**src/rtl/phy_stim_pkg.sv**
```systemverilog
// Shared types and constants for the PHY stimulus generator / loopback checker.
//   mode_e    : pattern selection (fixed, counter, LFSR, counter with valid gaps)
//   state_e   : run-control FSM states
//   LFSR_POLY : Galois toggle mask for x^8+x^6+x^5+x^4+1 (right-shift form)
//   FIXED_WORD: constant pattern for mode 0
//   slice_w() : width of one lane slice (data bits plus the valid MSB)
package phy_stim_pkg;

   typedef enum logic [1:0] {
      MODE_FIXED = 2'd0,
      MODE_CNT   = 2'd1,
      MODE_LFSR  = 2'd2,
      MODE_GAP   = 2'd3
   } mode_e;

   typedef enum logic [1:0] {
      ST_IDLE  = 2'd0,
      ST_GEN   = 2'd1,
      ST_DRAIN = 2'd2,
      ST_FIN   = 2'd3
   } state_e;

   localparam logic [7:0] LFSR_POLY  = 8'hB8;
   localparam logic [7:0] FIXED_WORD = 8'hBC;

   function automatic int unsigned slice_w(input int unsigned dw);
      return dw + 1;
   endfunction

endpackage

```
**src/rtl/phy_stim_chk_pat.sv**
```systemverilog
// Per-lane pattern word generator (used for both transmit and expected words).
// Ports:
//   clk_i, reset_i : clock, synchronous active-high reset
//   init_i         : reload the LFSR with the lane seed (when not advancing)
//   adv_i          : step the LFSR to the next word
//   idx_i          : word index i
//   mode_i         : pattern mode (mode_e encoding)
//   word_c_o       : combinational {valid, data} for the current index / LFSR state
module phy_pat_word
   import phy_stim_pkg::*;
#(
   parameter int unsigned DW    = 8,
   parameter int unsigned CNT_W = 16,
   parameter int unsigned LANE  = 0
) (
   input  logic             clk_i,
   input  logic             reset_i,
   input  logic             init_i,
   input  logic             adv_i,
   input  logic [CNT_W-1:0] idx_i,
   input  logic [1:0]       mode_i,
   output logic [DW:0]      word_c_o
);

   localparam logic [DW-1:0] SEED  = DW'(LANE + 1);
   localparam logic [DW-1:0] POLY  = DW'(LFSR_POLY);
   localparam logic [DW-1:0] FIXED = DW'(FIXED_WORD);

   logic [DW-1:0] lfsr_q, lfsr_d;
   logic [DW-1:0] data;
   logic          valid;

   // Advancing wins over reloading so the acceptance edge can step from the seed.
   always_comb begin
      lfsr_d = lfsr_q;
      if (adv_i) begin
         lfsr_d = (lfsr_q >> 1) ^ (lfsr_q[0] ? POLY : '0);
      end else if (init_i) begin
         lfsr_d = SEED;
      end
   end

   always_ff @(posedge clk_i) begin
      if (reset_i) begin
         lfsr_q <= SEED;
      end else begin
         lfsr_q <= lfsr_d;
      end
   end

   // Word pattern selection.
   always_comb begin
      data  = DW'(idx_i) + DW'(LANE);
      valid = 1'b1;
      case (mode_i)
         MODE_FIXED: data  = FIXED;
         MODE_CNT:   data  = DW'(idx_i) + DW'(LANE);
         MODE_LFSR:  data  = lfsr_q;
         MODE_GAP:   valid = (idx_i[1:0] != 2'd3);
         default:    data  = DW'(idx_i) + DW'(LANE);
      endcase
      word_c_o = {valid, data};
   end

endmodule

```
**config.mk**
```make
export PLATFORM = sky130hd
export DESIGN_NAME = phy_pat_word
export DESIGN_NICKNAME = d
export VERILOG_FILES = /design/src/rtl/phy_stim_pkg.sv /design/src/rtl/phy_stim_chk_pat.sv
export SDC_FILE = /design/constraint.sdc
export NUM_CORES = 1
export LEC_CHECK = 0
export ABC_AREA = 1
export BUFFER_PORTS_ARGS = -buffer_cell sky130_fd_sc_hd__buf_4
export CORE_AREA = 2 2 39 41
export DETAILED_ROUTE_END_ITERATION = 10
export DIE_AREA = 0 0 41 43
export PLACE_DENSITY = 0.8
export SYNTH_ARGS = -nofsm -noshare
export SYNTH_HDL_FRONTEND = slang
export SYNTH_SLANG_ARGS = --single-unit
```
**constraint.sdc**
```tcl
create_clock -name clk_i -period 0.9 [get_ports clk_i]
set_input_delay 0.27 -clock clk_i [delete_from_list [all_inputs] [get_ports clk_i]]
set_output_delay 0.27 -clock clk_i [all_outputs]
set_load 0.03 [all_outputs]
```
* Word-level counts from Yosys, hierarchy flattened
Cells that the tools add are included.
** Storage, ports and cells
- Bits in registers :: 8
- Output and inout bits :: 9
- Input port bits :: 22
- Word-level logic and storage cells :: 12
** Cells by class
- Muxes and demuxes :: 5
- Equality and inequality tests :: 3
- Bitwise logic cells :: 1
- Reductions and logical operators :: 2
** Operators by type and width (count)
- $mux 8 :: 3
- $pmux 8 s2 :: 1
- $xor 7x8->8 :: 1
- $eq 2x2->1 const B :: 2
- $logic_not 2->1 :: 1
- $ne 2x2->1 const B :: 1
- $reduce_bool 2->1 :: 1
- $mux 1 :: 1

* Depth between registers and ports, before layout
- Depth after elaboration :: 3
- Mapped depth :: 5

* Least setup slack after synthesis
OpenSTA, ideal clock, no wires.
- Path kind :: register -> output
- From :: reg lfsr_q[0]
- To :: out word_c_o[0]
- Stages on the path, launching flop included :: 3
- Setup slack :: -0.522 ns
- Data required time :: 0.630 ns
- Buffers on the path :: 0
- Arrival time :: 1.152 ns
- Path through :: dfxtp_1 > inv_1 > o21ai_0
** On the way
- Word-level cells in the longest chain between the ends :: 1
** RTL lines
- start: declaration :: line phy_stim_chk_pat.sv:29 : logic [DW-1:0] lfsr_q, lfsr_d;
- start signal: assignment :: line phy_stim_chk_pat.sv:47 : lfsr_q <= lfsr_d;
- $pmux 8 s2 :: line phy_stim_chk_pat.sv:55 : case (mode_i)
- end: declaration :: line phy_stim_chk_pat.sv:22 : output logic [DW:0] word_c_o
Every way passes these cells.

* Final worst setup path
Ends and elaborated chain as after synthesis.

==> run summary <==
Status: complete, but fails checks
Violated checks: setup timing
Yosys top cell area share: 34.8%
Post-Layout Inst Area: 930 sq um
Syn_nets: 88
Vias in the first global route: 551
WHS: 242 ps
Antenna viol nets, final: 0
Hpwl dp: 1030 microns
Max reg flops: 8
Placed inst area: 837 sq um
Worst setup EP type: output pin
Max Root-Sink Buffers: 2
WP data required: 630 ps
Synth cell count leaders: nand2_1, dfxtp_1, a21oi_1, inv_1
Core ar.: 1380 sq um
Yosys cell types: 16
Sw Share: 30.7%
DR pass1 iterations: 4
Delay-heaviest family, CP: flip-flops
Post-layout util: 67.2%
FP Rows: 14
Post-synthesis async set-or-reset flop share: 0%
Pleak: 0.426 nW
CTS buffer count: 3
Die area: 1760 sq um
Most frequent cell after synthesis: nand2_1
Achievable Freq: 859 MHz
Hold buffer count at CTS: 0
Reg2reg setup slack: 60 ps
Post-synthesis sequential area ratio: 34.8%
Synthesis-to-layout area growth: 102%
Die Wd: 41 microns
Psw: 0.000328 W
Layout cells sized above 1: 65.7%
Vias per cell: 4.69
Final Max Tran Viols: 0
Max_cap viols: 0
Clk sinks: 8
Endpoints failing setup: 9
#FFs+latches synth: 8
Cell Int Power: 0.000740 W
Initial drt markers: 5
Clock Latency Late Sink: 250 ps
Regs by FF count: lfsr_q (8)
GP Congestion: 0.766
CTS tree: built
Diodes inserted: 0
I/O Buffers: 22
Post-synth top area cell: dfxtp_1
Final Cycle Share: 129%
Critical Path AT: 890 ps
Worst slew margin: 86.0%
Pwr dens: 1150 nW/um^2
Most used flip-flop cell after synthesis: dfxtp_1
Die height: 43 microns
Most flops, register: lfsr_q
Global route total overflow: 0
Final net count: 126
Comb pwr share: 38.9%
Final min period: 1160 ps
H-tree Lvls: 1
Avg WL per Cell: 11.1 microns
RSZ-0062 raised after global routing: true
Maximum vdd drop: 0.672 mV
Yosys warnings: 0
Post-Syn Instances: 66
Share of power burned in registers: 36.6%
Initial antenna violation count: 0
Setup Skew: 3.90 ps
Cell Area, Synth: 460 sq um
Vias: 554
Total I/O pin count: 31
Crit Path Max Fanout: 2
Drt total wl: 1310 microns
Clock Pin Slew Worst Setup and Hold Paths: 50 ps
Type of origin of the critical path: flop
Pin count of the biggest net entering global routing: 9
Hold crit path type: in -> reg
First-pass GRT wire length: 2130 microns
Worst stage delay on the critical path: 330 ps
Clock Tree Root: clkbuf_4
Syn avg cell area: 6.98 sq um
CP Buf/Inv Count: 2
Total global-route track usage: 17.6%
Post-synth EDFFs: 0
Clock Power Share: 24.5%
Fin. Hold Viols: 0
Fill cells: 116
Worst Max-Slew Pin Slew: 209 ps
Starting density of the core: 33.3%
CP Cell Sequence: inv_2 -> o21ai_4 -> buf_6
Worst setup path class: reg -> out
Max stage delay cell, worst path: dfxtp_2
Final WS setup: -264 ps
# DRC: 0
Dominant cells by area after synthesis: dfxtp_1, nand2_1, a21oi_1, a21oi_2, o22a_1
cell type report:
cell class	instances	area, sq um	area share, %
clock buffer	3	22.5	2.42
sequential	8	170	18.3
tap	16	20.0	2.15
multi-input combinational	47	343	36.9
inverter	8	53.8	5.79
timing repair buffer	36	320	34.5
power by group through the flow:
stage	clock network (W)	registers [W]	logic [W]
3_3_place_gp	0	0.000392	0.000371
3_5_place_dp	0	0.000393	0.000377
5_1_grt	0.000287	0.000392	0.000445
4_1_cts	0.000275	0.000391	0.000419
6_report	0.000261	0.000391	0.000416
2_1_floorplan	0	0.000394	0.000217
worst register-to-register path, cell delays in order (launching register included):
cell and delay, ps:
dfxtp_2 330, inv_2 50, buf_4 140, nand2_1 60
nand3_1 70, a21oi_2 120
layer usage:
| layer | track usage (%) | share of wire [%] |
|---|---|---|
| met5 | 0 | 0 |
| met4 | 10.0 | 0 |
| met3 | 1.57 | 6.9 |
| met2 | 30.3 | 55 |
| met1 | 19.5 | 38 |
path summary, 6_finish.rpt:
path                          start                      to  cells past startpoint
min reg2reg  lfsr_q[2]$_SDFFE_PP0P_  lfsr_q[1]$_SDFFE_PP0P_                      3
min                         reset_i  lfsr_q[5]$_SDFFE_PP0P_                      2
max          lfsr_q[0]$_SDFFE_PP1P_             word_c_o[0]                      3
max reg2reg  lfsr_q[0]$_SDFFE_PP1P_  lfsr_q[3]$_SDFFE_PP0P_                      5
per-stage QoR:
stage                     setup TNS, ps  setup slack, ps  cells  power, W
after floorplan                    -150            -43.5     66  0.000612
after global placement            -2360             -295    114  0.000763
after detailed placement          -2440             -298    114  0.000770
after CTS                         -2140             -276    118   0.00108
after global routing              -2360             -293    118   0.00112
final                             -2080             -264    118   0.00107
cell usage in the layout, fill, tap and decap left out, types with 2 or more instances in the layout:
| master | count |
|---|---|
| inv_1 | 2 |
| dfxtp_2 | 8 |
| inv_2 | 4 |
| nand2_1 | 22 |
| nand2_4 | 2 |
| nand3_1 | 3 |
| buf_4 | 25 |
| a21oi_2 | 3 |
| a21oi_1 | 4 |
| clkbuf_4 | 3 |
| o21ai_4 | 2 |
| buf_6 | 10 |
| o22a_4 | 3 |
| a21oi_4 | 2 |
| nor2_1 | 2 |
repair_timing:
action,in CTS,in global routing
cloned,0,0
endpoints found under the setup margin,9,9
pin swaps,6,0
gates resized for setup,25,0
setup buffers,1,0
kinds of logic after synthesis:
kind of cell	count (synthesis)	synth area share [%]
AO/OA/AOI/OAI	15	21.2
buffers and inverters	11	11.4
flip-flops	8	34.8
AND/OR/NAND/NOR	32	32.6
(Power assumes the default switching activity.)
